**src/rtl/tm_pkg.sv**
```systemverilog
// Shared types and defaults for the Turing machine input front-end.
package tm_pkg;

  localparam int unsigned TM_DATA_WIDTH      = 4;
  localparam int unsigned TM_DEBOUNCE_CYCLES = 16;

  typedef enum logic [1:0] {
    DB_IDLE    = 2'd0,
    DB_ARMING  = 2'd1,
    DB_PRESSED = 2'd2,
    DB_RELEASE = 2'd3
  } db_state_t;

  // Debounce counter width; never below one bit so tiny configurations still elaborate.
  function automatic int unsigned db_cnt_width(input int unsigned cycles);
    return (cycles < 2) ? 1 : $clog2(cycles);
  endfunction

endpackage

```
**src/rtl/tm_debounce_fsm.sv**
```systemverilog
// Single-button debouncer: accepts a press or release only after
// DEBOUNCE_CYCLES consecutive stable samples, and flags each accepted press.
module tm_debounce_fsm
  import tm_pkg::*;
#(
  parameter int unsigned DEBOUNCE_CYCLES = TM_DEBOUNCE_CYCLES
) (
  input  logic clock,
  input  logic reset_n,
  input  logic raw,
  output logic fire
);

  localparam int unsigned      CNT_W    = db_cnt_width(DEBOUNCE_CYCLES);
  localparam logic [CNT_W-1:0] CNT_LAST = CNT_W'(DEBOUNCE_CYCLES - 1);
  localparam logic [CNT_W-1:0] CNT_ONE  = CNT_W'(1);

  db_state_t        state_q;
  db_state_t        state_d;
  logic [CNT_W-1:0] cnt_q;
  logic [CNT_W-1:0] cnt_d;

  // State and stability counter registers.
  always_ff @(posedge clock or negedge reset_n) begin
    if (!reset_n) begin
      state_q <= DB_IDLE;
      cnt_q   <= '0;
    end else begin
      state_q <= state_d;
      cnt_q   <= cnt_d;
    end
  end

  // Next-state logic; fire is asserted on the edge that enters PRESSED from ARMING.
  // The counter stops at CNT_LAST because reaching it always leaves the counting state.
  always_comb begin
    state_d = state_q;
    cnt_d   = cnt_q;
    fire    = 1'b0;
    case (state_q)
      DB_IDLE: begin
        if (raw) begin
          state_d = DB_ARMING;
          cnt_d   = CNT_ONE;
        end
      end
      DB_ARMING: begin
        if (!raw) begin
          state_d = DB_IDLE;
          cnt_d   = '0;
        end else if (cnt_q == CNT_LAST) begin
          state_d = DB_PRESSED;
          cnt_d   = '0;
          fire    = 1'b1;
        end else begin
          cnt_d = CNT_W'(cnt_q + 1'b1);
        end
      end
      DB_PRESSED: begin
        if (!raw) begin
          state_d = DB_RELEASE;
          cnt_d   = CNT_ONE;
        end
      end
      DB_RELEASE: begin
        if (raw) begin
          state_d = DB_PRESSED;
          cnt_d   = '0;
        end else if (cnt_q == CNT_LAST) begin
          state_d = DB_IDLE;
          cnt_d   = '0;
        end else begin
          cnt_d = CNT_W'(cnt_q + 1'b1);
        end
      end
      default: begin
        state_d = DB_IDLE;
        cnt_d   = '0;
      end
    endcase
  end

endmodule

```
**src/rtl/tm_input_conditioner.sv**
```systemverilog
// Debounces Next/Done, turns accepted presses into single-cycle strobes,
// captures the data switches on Next and locks out Next once Done is accepted.
module tm_input_conditioner
  import tm_pkg::*;
#(
  parameter int unsigned DATA_WIDTH      = TM_DATA_WIDTH,
  parameter int unsigned DEBOUNCE_CYCLES = TM_DEBOUNCE_CYCLES
) (
  input  logic                  clock,
  input  logic                  reset_n,
  input  logic                  next_raw,
  input  logic                  done_raw,
  input  logic [DATA_WIDTH-1:0] data_raw,
  output logic                  next_pulse,
  output logic                  done_pulse,
  output logic [DATA_WIDTH-1:0] data_out,
  output logic                  locked
);

  logic next_fire;
  logic done_fire;
  logic done_pending;

  logic                  next_accept;
  logic                  done_accept;
  logic                  done_now;
  logic                  next_pulse_d;
  logic                  done_pulse_d;
  logic                  done_pending_d;
  logic                  locked_d;
  logic [DATA_WIDTH-1:0] data_out_d;

  tm_debounce_fsm #(
    .DEBOUNCE_CYCLES(DEBOUNCE_CYCLES)
  ) u_next_db (
    .clock  (clock),
    .reset_n(reset_n),
    .raw    (next_raw),
    .fire   (next_fire)
  );

  tm_debounce_fsm #(
    .DEBOUNCE_CYCLES(DEBOUNCE_CYCLES)
  ) u_done_db (
    .clock  (clock),
    .reset_n(reset_n),
    .raw    (done_raw),
    .fire   (done_fire)
  );

  // Lockout and ordering: a pending Done already counts as locked, and a Done
  // that coincides with an accepted Next is deferred one cycle behind it.
  always_comb begin
    next_accept    = next_fire && !locked && !done_pending;
    done_accept    = done_fire && !locked && !done_pending;
    done_now       = done_pending || (done_accept && !next_accept);
    next_pulse_d   = next_accept;
    done_pulse_d   = done_now;
    done_pending_d = done_accept && next_accept;
    locked_d       = locked || done_now;
    data_out_d     = data_out;
    if (next_accept) begin
      data_out_d = data_raw;
    end
  end

  // Output and lockout registers.
  always_ff @(posedge clock or negedge reset_n) begin
    if (!reset_n) begin
      next_pulse   <= 1'b0;
      done_pulse   <= 1'b0;
      done_pending <= 1'b0;
      locked       <= 1'b0;
      data_out     <= '0;
    end else begin
      next_pulse   <= next_pulse_d;
      done_pulse   <= done_pulse_d;
      done_pending <= done_pending_d;
      locked       <= locked_d;
      data_out     <= data_out_d;
    end
  end

endmodule

```
**config.mk**
```make
export PLATFORM = sky130hd
export DESIGN_NAME = tm_input_conditioner
export DESIGN_NICKNAME = d
export VERILOG_FILES = /design/src/rtl/tm_pkg.sv /design/src/rtl/tm_debounce_fsm.sv /design/src/rtl/tm_input_conditioner.sv
export SDC_FILE = /design/constraint.sdc
export NUM_CORES = 1
export LEC_CHECK = 0
export ABC_AREA = 0
export CORE_UTILIZATION = 32
export CTS_CLUSTER_SIZE = 25
export DETAILED_ROUTE_END_ITERATION = 10
export SLEW_MARGIN = 20
export SYNTH_ARGS = -nofsm -noshare
export SYNTH_HDL_FRONTEND = slang
export SYNTH_SLANG_ARGS = --single-unit
```
**constraint.sdc**
```tcl
create_clock -name clock -period 4.9 [get_ports clock]
set_input_delay 0.98 -clock clock [delete_from_list [all_inputs] [get_ports clock]]
set_output_delay 0.98 -clock clock [all_outputs]
set_load 0.05 [all_outputs]
```
---- After elaboration in Yosys (flattened, before gate mapping) ----
Cells that the tools add are included.
operators by class
  shift-type cells ........................ 0
  equal/unequal tests ..................... 16
  add/subtract/negate cells ............... 2
  multiply operators ...................... 0
  multiplexer cells ....................... 32
  div/mod/pow operators ................... 0
  bitwise logic cells ..................... 0
  order comparisons ....................... 0
  reduce and logical (&&, ||, !) cells .... 17
operators with widths
  cell                                                    count
  2-to-1 mux 4 bit                                        10
  one-hot mux 4 bit (4 select lines)                      2
  2-to-1 mux 2 bit                                        12
  one-hot mux 2 bit (4 select lines)                      2
  inequality test 3 x 2 -> 1 bit (second input constant)  4
  adder 4 x 1 -> 4 bit (second input constant)            2
  == test 2 bit (second input constant)                   4
  == test 4 bit (second input constant)                   2
  inequality test 2 bit (second input constant)           4
  AND reduction 4 bit                                     2
  logical AND 1 bit                                       6
  2-to-1 mux 1 bit                                        6
  == test 2 x 1 -> 1 bit (second input constant)          2
  logical NOT 2 bit                                       2
  AND reduction 2 bit                                     2
  logical NOT 1 bit                                       3
  logical OR 1 bit                                        2
word-level totals
  input port bits ......................... 8
  output and inout bits ................... 7
  logic and storage cells ................. 76
  bits in writable memories ............... 0
  ROM bits ................................ 0
  memories kept ........................... 0
  register bits ........................... 20
  latch bits .............................. 0

---- Logic depth before layout (Yosys ltp) ----
  depth in word-level cells ............... 10
  mapped depth ............................ 5
  gate-level depth less buffers ........... 4

---- By module ----
A second synthesis with hierarchy kept.
second synthesis, totals
  cells, all modules ...................... 77
  area total of the unflattened synthesis .. 932.1 µm²
modules (own cells, without submodules)
  module                        sequential area each (µm²)  times used  area an instance (µm²)  cells an instance
  tm_debounce_fsm at u_done_db  150.1                       1           329.1                   32
  tm_debounce_fsm at u_next_db  150.1                       1           310.3                   27
  tm_input_conditioner          200.2                       1           292.8                   18

---- Worst setup path before layout ----
Ideal clock, no wire load.
  path type ............................... input port to flip-flop
  from .................................... input port next_raw
  to ...................................... register data_out[0]
  path buffers ............................ 1
  library setup time ...................... 0.125 ns
  slack ................................... 2.812 ns
  arrival time ............................ 1.963 ns
  cell stages on the path ................. 4
  data required time ...................... 4.775 ns
  cell sequence ........................... inv_1 > or4b_1 > buf_6 > mux2_4
on the way
  word-level cells in the longest chain between the ends .. 4
RTL lines
  what                            line                        source
  start, declared                 tm_input_conditioner.sv:11  input logic next_raw,
  2-to-1 mux 1 bit                tm_debounce_fsm.sv:48       if (!raw) begin
  2-to-1 mux 1 bit                tm_debounce_fsm.sv:40       case (state_q)
  logical AND 1 bit (2 in a row)  tm_input_conditioner.sv:54  next_accept = next_fire && !locked && !done_pending;
  end signal, assigned            tm_input_conditioner.sv:80  data_out <= data_out_d;
  end, declared                   tm_input_conditioner.sv:16  output logic [DATA_WIDTH-1:0] data_out,
No other way between the ends.
A chain may end at the register's enable or synchronous reset.

---- Worst setup path after layout ----
  from .................................... register locked
  to ...................................... output port locked
RTL lines
  what                    line                        source
  start, declared         tm_input_conditioner.sv:17  output logic locked
  start signal, assigned  tm_input_conditioner.sv:79  locked <= locked_d;
No word-level cell between the ends.

==> metrics list <==
- Vias in the first global route: 653
* Number of optimization iterations in the first detailed-route pass: 6
- After Yosys synthesis, and, or, nand and nor cells account for 18.8% of the synthesized area.
- Post-synthesis mux area share: 7.55%
* Hold-fix buffer count after cts: 0
* Gr usage total: 11.7%
* Synth Area in XOR/XNOR: 1.85%
- After Yosys synthesis, full adders, half adders and majority gates account for 2.65% of the synthesized area.
- Total of max-cap violations: 0
- Post-synthesis compound-gate area fraction: 12.2%
- Series of cell instances along the critical path: clkdlybuf4s50_1
* Number of antenna cells inserted: 0
- The post-route netlist has 14.4% of its cells at a drive strength greater than 1.
* Post-synth net total: 91
- I/O Buffers: 14
* Final worst slack: 2370 ps
- The count of nets left with antenna violations once routing finished came out at 0.
* Number of distinct library cells after synthesis: 29
- Clock latency on the worst-skew pair, taken at its later pin, is 310 ps.
- Maximum number of pins on one net before global-route repair: 21
- The critical path is of the reg2out type.
* Pwr per Cell Area: 298 nW/um2
- For this run, the post-layout net count is 108.
- Static timing analysis puts the maximum clock frequency at 0.396 GHz.
- Setup TNS Final: 0 ps
- Combinational family with the most area after synthesis: simple AND/OR/NAND/NOR gates
- In this run the worst path has a maximum fanout of 3.
- In the final routed layout, each cell accounts on average for 13.1 um.
- CTS Buffer Depth: 2
* Number of standard cells after synthesis: 81
- Final hold violation count: 0
* Final setup violation count: 0
* Pre-CTS setup slack: 2190 ps
- The synthesized design devotes to its leading area cell type 53.0% of total area.
* Cell area after placement: 1110 um2
* Worst path required time: 3920 ps
- The finished cells cover 1160 um2.
- # IOs: 15
- Mapped cell area: 945 um2
- In the routed layout, each cell is associated on average with a via count of 5.26.
- Pins Over Slew Limit: 0
- Along the worst hold path, the cell count comes to 1.
- The largest individual stage delay along the critical path comes from the cell sky130_fd_sc_hd__clkdlybuf4s50_1.
* RSZ-0062 raised after global routing: no
- Critical path buffer and inverter count: 1
- Total Wirelength: 1.67 mm
- Post-CTS Setup Bufs: 0
* Number of cells upsized or downsized after cts: 0
* Peak supply drop: 0.196 mV
* Main area contributors after synthesis: sky130_fd_sc_hd__dfrtp_1 (53%), sky130_fd_sc_hd__mux2_4 (6.4%), sky130_fd_sc_hd__and4b_1 (3.2%), sky130_fd_sc_hd__nand2_1 (2.8%), sky130_fd_sc_hd__o2bb2ai_1 (2.8%)
- CTS Root Buffer Type: sky130_fd_sc_hd__clkbuf_4
- Initial cell density of the core: 34.0%
* Post-Syn Area per Cell: 11.7 um2
- Final period utilization: 51.6%
- Setup crit end kind: output port
- Estimated wirelength of the detail-placed design: 1.19 mm
* Count of H-tree levels built during CTS: 1
* CP max stage delay: 830 ps
- Sequential elements use 53.0% of the synthesized area.
- The first global-routing pass estimated 2.83 mm of wire.
- CTS Sinks: 20
- Number of DRC markers after the initial detailed-route iteration: 27
- Number of cells on the worst reg-to-reg path: 4
- At the worst endpoint, the arrival time is 1550 ps.
- Die H: 56.3 um
- Largest area contributor in the netlist: sky130_fd_sc_hd__dfrtp_1
- In this run the number of cells on the critical path is 1.
- Routed vias: 673
- Worst relative slew slack: 41.7%
- The initial antenna violation count is 0.
- Family with the most delay on the worst path: buffers and inverters
- In this run the core area contains 19 standard-cell rows.
- For this run the aggregate overflow at the end of global routing stands at 0.
- Clock-pin slew was measured on the worst setup and hold paths at 130 ps.
- Worst Skew: 15.3 ps
- #FFs+latches synth: 20
* Residual DRC: 0
- Die width: 56.3 um
- Shortest period the worst path allows: 2530 ps
* Crit path launch type: register
- The die covers 3170 um2.
- Routability cong.: 0.799
- The run finished with clean final reports.
- For this design the static power due to leakage is 0.000541 uW.
- At the pin with the least slew margin, the transition time is 871 ps.
* Number of buffers inserted during clock tree synthesis: 3
- Synthesis warning total: 0
- Worst min path class: reg2reg
* Area added between synthesis and finish: 22.9%
* Standard cell core area: 2780 um2
- CTS tree: built
[logic make-up (layout without fill, tap and decap cells)]
family / after synthesis / count (layout)
AO/OA/AOI/OAI: 15 / 15
XOR/XNOR: 2 / 2
adder cells (fa/ha/maj): 2 / 2
buffers and inverters: 8 / 24
flip-flops: 20 / 20
multiplexers: 5 / 5
AND/OR/NAND/NOR: 29 / 29
[synth_stat cells, drive strengths merged]
cell type	count
o311ai	2
o2bb2ai	3
nand3	1
inv	6
nand4	3
a211o	1
and4	2
a311oi	2
and2b	1
buf	1
a31o	2
nand2b	1
clkbuf	1
o21ai	2
nor2	6
mux2	5
o21bai	1
xor2	2
nor2b	3
and4b	3
and2	1
dfrtp	20
a21oi	2
or4b	1
ha	2
nand2	7
[state kept, by name, summed over array words and instances, names as in the netlist, named ones only]
signal and flops:
data_out 4, u_done_db.cnt_q 4, u_next_db.cnt_q 4, done_pending 1
done_pulse 1, locked 1, next_pulse 1, u_done_db.state_q 1
u_next_db.state_q 1
[metrics by stage]
| step | total power, uW | hold WS [ps] | utilization [%] | cells |
|---|---|---|---|---|
| after CTS | 353 | 478 | 41.7 | 128 |
| after detailed placement | 214 | 469 | 39.9 | 124 |
| after floorplan | 199 | 431 | - | 81 |
| final | 346 | 484 | 41.7 | 128 |
| after global routing | 367 | 497 | 41.7 | 128 |
| after global placement | 212 | 457 | 39.9 | 124 |
[path summary, 6_finish.rpt]
check                                                from                        endpoint  slack [ps]
setup / recovery                         locked$_DFF_PN0_                          locked        2370
hold / removal                     done_pending$_DFF_PN0_            done_pulse$_DFF_PN0_         480
setup reg to reg           u_next_db.cnt_q[0]$_DFFE_PN0P_         data_out[3]$_DFFE_PN0P_        2940
hold reg to reg                    done_pending$_DFF_PN0_            done_pulse$_DFF_PN0_         480
max in group asynchronous                         reset_n  u_done_db.cnt_q[2]$_DFFE_PN0P_        3200
min in group asynchronous                         reset_n                locked$_DFF_PN0_        1150
[power by group]
part / switching, uW / internal (uW) / total, uW
clock network: 53.4 / 82.7 / 136
registers: 8.54 / 172 / 180
logic: 14.6 / 15.1 / 29.7
[placed cells by master, fill, tap and decap left out, types with 2 or more instances in the layout]
cell type and count:
sky130_fd_sc_hd__mux2_4 4, sky130_fd_sc_hd__nor2b_1 3, sky130_fd_sc_hd__dfrtp_1 20, sky130_fd_sc_hd__nand2_1 7
sky130_fd_sc_hd__ha_1 2, sky130_fd_sc_hd__nor2_1 6, sky130_fd_sc_hd__a311oi_1 2, sky130_fd_sc_hd__nand4_1 2
sky130_fd_sc_hd__a21oi_1 2, sky130_fd_sc_hd__and4b_1 3, sky130_fd_sc_hd__o21ai_0 2, sky130_fd_sc_hd__o311ai_0 2
sky130_fd_sc_hd__xor2_1 2, sky130_fd_sc_hd__a31o_2 2, sky130_fd_sc_hd__inv_1 6, sky130_fd_sc_hd__clkbuf_4 3
sky130_fd_sc_hd__o2bb2ai_1 3, sky130_fd_sc_hd__clkdlybuf4s50_1 14
[routing by layer]
metal | part of all wire (%) | global-route usage [%]
met2 | 46 | 18.4
met3 | 3.9 | 4.84
met5 | 0 | 0
met1 | 49 | 15.4
met4 | 0.48 | 1.74
[layout make-up]
cell class | instances | area [um2]
multi-input cells | 53 | 407
clock inverters | 1 | 30.0
flip-flops and latches | 20 | 500
well taps | 31 | 38.8
repair buffers | 14 | 140
fillers | 273 | 1620
clock buffers | 3 | 22.5
inverters | 6 | 22.5
Note: power is estimated with default switching activity, not from simulation.
==> variant 1, RTL diff (same settings) <==
Set the package constant `TM_DATA_WIDTH` to 6 (it was 4).
--- a/src/rtl/tm_pkg.sv
+++ b/src/rtl/tm_pkg.sv
@@ -1,7 +1,7 @@
 // Shared types and defaults for the Turing machine input front-end.
 package tm_pkg;
 
-  localparam int unsigned TM_DATA_WIDTH      = 4;
+  localparam int unsigned TM_DATA_WIDTH      = 6;
   localparam int unsigned TM_DEBOUNCE_CYCLES = 16;
 
   typedef enum logic [1:0] {
Ports: changed (resized data_out and data_raw); port bits go from 15 to 19. The function was not compared with the original's and may differ.
==> variant 1 against the unedited design <==
- design area increased by 12%
- count of clock-buffer cells in the layout unchanged
- synthesized area increased by 10%
- maximum frequency is 2.0% higher
- combinational power is 8.8% higher
- wire length decreased by 0.90%
- sequential cell count increased by 2
- sequential share of layout area decreased by 0.92 points
- power up 5.5%
- non-clock buffer count rose by 4
- setup slack improved by 0.049 ns
- largest power group unchanged
==> variant 1: results (changes against the unedited design) <==
Place
  – PortBufs: 18 (was 14)
  – Hpwl dp: 1200 um (was 1190 um)
  – GP Congestion: 0.750 (was 0.799)
  – Cell Count Post-Placement: 143 (was 124)

Timing
  – Clock Skew: 0.00325 ns (was 0.0153 ns)
  – Slew of the pin with the lowest slew margin: 0.972 ns (was 0.871 ns)
  – Hold Slack: 0.474 ns (was 0.484 ns)

Critical path
  – WP data arrival: 1.50 ns (was 1.55 ns)
  – Worst r2r src: u_next_db.cnt_q[0] (unchanged)
  – FF-to-FF setup slack: 2.99 ns (was 2.94 ns)
  – RR Endpoint: data_out[5] (was data_out[3])
  – Max incr delay on CP: 0.81 ns (was 0.83 ns)

GRT
  – GRT met3 Usage: 0.0197 (was 0.0484)
  – First-pass GRT wire length: 2810 um (was 2830 um)
  – Initial antenna violation count: 0 (unchanged)
  – Total track usage: 0.107 (was 0.117)
  – Vias in the first global route: 668 (was 653)
  – Met1 usage: 0.123 (was 0.154)
  – Largest net degree at the start of global routing: 23 (was 21)

Detailed routing
  – Initial DRC count: 15 (was 27)
  – TritonRoute pass-1 iters: 4 (was 6)
  – WL final: 1660 um (was 1670 um)
  – Routed wire per std cell: 11.3 um (was 13.1 um)
  – Vias per inst: 4.84 (was 5.26)

Yosys
  – Syn_nets: 96 (was 91)
  – Sequential-to-total area share from yosys stat: 0.529 (was 0.530)
  – Top cells by area, synth: dfrtp_1, mux2_4, o311ai_0 (was dfrtp_1, mux2_4, and4b_1)
  – Post-synthesis cell type count: 31 (was 29)
  – Mapped Cells: 84 (was 81)
  – Commonest cells post-synth: dfrtp_1, mux2_4, nor2_1 (was dfrtp_1, nand2_1, inv_1, nor2_1, mux2_4)

Power
  – Peak supply drop: 0.156 mV (was 0.196 mV)
  – Leak: 0.000602 uW (was 0.000541 uW)
  – P_sw: 77.5 uW (was 76.6 uW)

Layout
  – Proportion of layout cells with a drive suffix above 1: 0.165 (was 0.144)
  – Biggest registers after layout: data_out (6), u_done_db.cnt_q (4), u_next_db.cnt_q (4) (was data_out (4), u_done_db.cnt_q (4), u_next_db.cnt_q (4))
  – Nets@finish: 116 (was 108)

CTS
  – Post-CTS Setup Bufs: 0 (unchanged)

Outcome
  – Status: finished clean (unchanged)

Hold path
  – Hold Crit Depth: 2 (was 1)
## variant 1: area by class of cell
cell class / instances / area [um^2]
clock buffer: 3 / 22.5
inverter: 5 / 18.8
timing repair buffer: 18 / 180
tap: 44 / 55.1
fill: 295 / 1770
sequential: 22 / 551
multi-input combinational: 54 / 448
clock inverter: 1 / 30.0
## variant 1: worst max-delay path by stage
stage                             end
after global placement    data_out[0]
after floorplan           data_out[0]
after global routing           locked
after CTS                      locked
final                          locked
after detailed placement  data_out[5]
## variant 1: power by group through the flow
stage	Combinational [uW]	Sequential (uW)	Clock, uW
6_report	32.3	197	136
5_1_grt	36.9	199	150
4_1_cts	33.2	197	142
3_5_place_dp	33.1	201	0
3_3_place_gp	31.9	200	0
2_1_floorplan	20.6	197	0
## variant 1: worst reg2reg max path: stages (launching register included)
cell and delay (ns):
dfrtp_1 0.44, ha_1 0.31, nand4_4 0.14, or4b_4 0.60, mux2_4 0.33
## variant 1: kinds of logic (layout without fill, tap and decap cells)
group | Yosys count | in the layout | share of synthesized area
adders and majority gates | 2 | 2 | 0.0241
muxes | 7 | 7 | 0.0975
buffers and inverters | 8 | 27 | 0.0397
and+or+nand+nor | 25 | 25 | 0.161
AOI/OAI and AO/OA | 17 | 17 | 0.123
xor gates and xnor gates | 3 | 3 | 0.0253
DFF | 22 | 22 | 0.529
## variant 1: layer usage
metal,part of all wire,up-vias
met1,0.45,354
met3,0.015,2
met5,0,-
met2,0.51,7
met4,0.016,0
li1,-,348
## variant 1: metrics by stage
step	worst slack (ns)	power [uW]	utilization
floorplan	2.81	218	-
global placement	2.25	232	0.407
detailed placement	2.25	234	0.407
CTS	2.40	372	0.424
global route	2.34	386	0.424
finish	2.42	365	0.424
==> variant 2, RTL diff (config.mk and constraints unchanged) <==
Made on the original files. Register the output `data_out` once more, without a reset; this adds one clock of latency there. The other outputs are not delayed to match.
--- a/src/rtl/tm_input_conditioner.sv
+++ b/src/rtl/tm_input_conditioner.sv
@@ -16,6 +16,8 @@
   output logic [DATA_WIDTH-1:0] data_out,
   output logic                  locked
 );
+
+  logic [DATA_WIDTH-1:0] data_s0;
 
   logic next_fire;
   logic done_fire;
@@ -58,7 +60,7 @@
     done_pulse_d   = done_now;
     done_pending_d = done_accept && next_accept;
     locked_d       = locked || done_now;
-    data_out_d     = data_out;
+    data_out_d     = data_s0;
     if (next_accept) begin
       data_out_d = data_raw;
     end
@@ -71,14 +73,18 @@
       done_pulse   <= 1'b0;
       done_pending <= 1'b0;
       locked       <= 1'b0;
-      data_out     <= '0;
+      data_s0      <= '0;
     end else begin
       next_pulse   <= next_pulse_d;
       done_pulse   <= done_pulse_d;
       done_pending <= done_pending_d;
       locked       <= locked_d;
-      data_out     <= data_out_d;
+      data_s0      <= data_out_d;
     end
+  end
+
+  always_ff @(posedge clock) begin
+    data_out <= data_s0;
   end
 
 endmodule
Check against the original RTL: same outputs for any inputs over 10 cycles, from zero or initial values and one cycle with reset_n low; that may be too few to reach the edited logic, so the function may still have changed.
==> variant 2 against the unedited design <==
- power about the same
- sequential cell count up 4
- non-clock buffer count unchanged
- clock skew down 0.0091 ns
- die area up 9.7%
- setup slack better by 0.025 ns
- register-to-register slack better by 0.08 ns
- design area up 7.5%
- core utilization down 1.2 points
- global-route usage down 0.92 points
- wire length down 1.4%
- combinational power up 2%
- synthesized area up 10%
- critical path type unchanged
==> variant 2: results (changes against the unedited design) <==
Power
  – P_sw: 81.2 uW (was 76.6 uW)
  – Leak: 0.000566 uW (was 0.000541 uW)
  – Peak supply drop: 0.211 mV (was 0.196 mV)

Timing
  – Slew margin rel.: 0.410 (was 0.417)
  – Hold Slack: 0.387 ns (was 0.484 ns)

Hold path
  – HP Start: data_s0[1] (was done_pending)
  – Hold Crit Depth: 0 (was 1)

GRT
  – Total track usage: 0.107 (was 0.117)
  – Vias in the first global route: 628 (was 653)

Yosys
  – Commonest cells post-synth: dfrtp_1, nor2_1, inv_1 (was dfrtp_1, nand2_1, inv_1, nor2_1, mux2_4)
  – Sequential-to-total area share from yosys stat: 0.558 (was 0.530)
  – Top cells by area, synth: dfrtp_1, dfxtp_1, mux2_4 (was dfrtp_1, mux2_4, and4b_1)

Detailed routing
  – TritonRoute pass-1 iters: 4 (was 6)
  – Via count: 671 (was 673)
  – WL final: 1650 um (was 1670 um)
  – Initial DRC count: 36 (was 27)

Layout
  – Proportion of layout cells with a drive suffix above 1: 0.152 (was 0.144)
  – Fillers: 307 (was 273)
  – Nets@finish: 110 (was 108)

Critical path
  – FF-to-FF setup slack: 3.02 ns (was 2.94 ns)
  – Max incr delay on CP: 0.81 ns (was 0.83 ns)
  – WP data arrival: 1.52 ns (was 1.55 ns)
  – RR Endpoint: data_s0[0] (was data_out[3])

Place
  – GP Congestion: 0.737 (was 0.799)

Outcome
  – Status: finished clean (unchanged)
-- variant 2: cell types whose count changed after synthesis, sizes merged, moves of 2 or more --
cell	change
dfxtp	+4
and3	+2
o2bb2ai	-3
a311oi	-2
nand4b	+2
a21oi	+2
nand2	-3
nor2b	-2
o311ai	+2
-- variant 2: per-stage QoR --
stage	worst slack, ns	instances	power, uW	util
after floorplan	2.82	84	234	-
after global placement	2.31	139	246	0.394
after detailed placement	2.30	139	248	0.394
after CTS	2.37	143	351	0.406
after global routing	2.34	143	364	0.406
final	2.40	143	346	0.406
-- variant 2: worst max path at each step --
stage,end,depth (start not counted),slack [ns],startpoint
after floorplan,data_s0[0],4,2.82,next_raw
after global placement,data_s0[1],4,2.31,next_raw
after detailed placement,data_s0[3],4,2.30,next_raw
after CTS,locked,1,2.37,locked
after global routing,locked,1,2.34,locked
final,locked,1,2.40,locked
-- variant 2: cell type report --
cell class / instances / share of cell area
sequential: 24 / 0.465
multi-input combinational: 52 / 0.335
timing repair buffer: 14 / 0.112
tap: 44 / 0.0441
clock buffer: 4 / 0.0291
inverter: 5 / 0.0150
-- variant 2: kinds of logic (layout without fill, tap and decap cells) --
kind of cell	Yosys count	after routing	share of synthesized area
AOI/OAI and AO/OA	17	17	0.123
xor gates and xnor gates	3	3	0.0253
adders and majority gates	2	2	0.0241
buffers and inverters	8	23	0.0397
DFF	24	24	0.558
muxes	5	5	0.0686
and+or+nand+nor	25	25	0.161
-- variant 2: layer usage --
metal,routed length (um),track usage
met5,0,0
met4,0,0.0102
met3,46,0.0393
met2,751,0.159
met1,850,0.156
-- variant 2: power groups by stage --
stage	clock, uW	combinational [uW]	sequential [uW]
floorplan	0	20.6	213
global placement	0	29.9	217
detailed placement	0	30.9	217
CTS	107	31.1	213
global route	114	35.2	215
finish	102	30.3	214
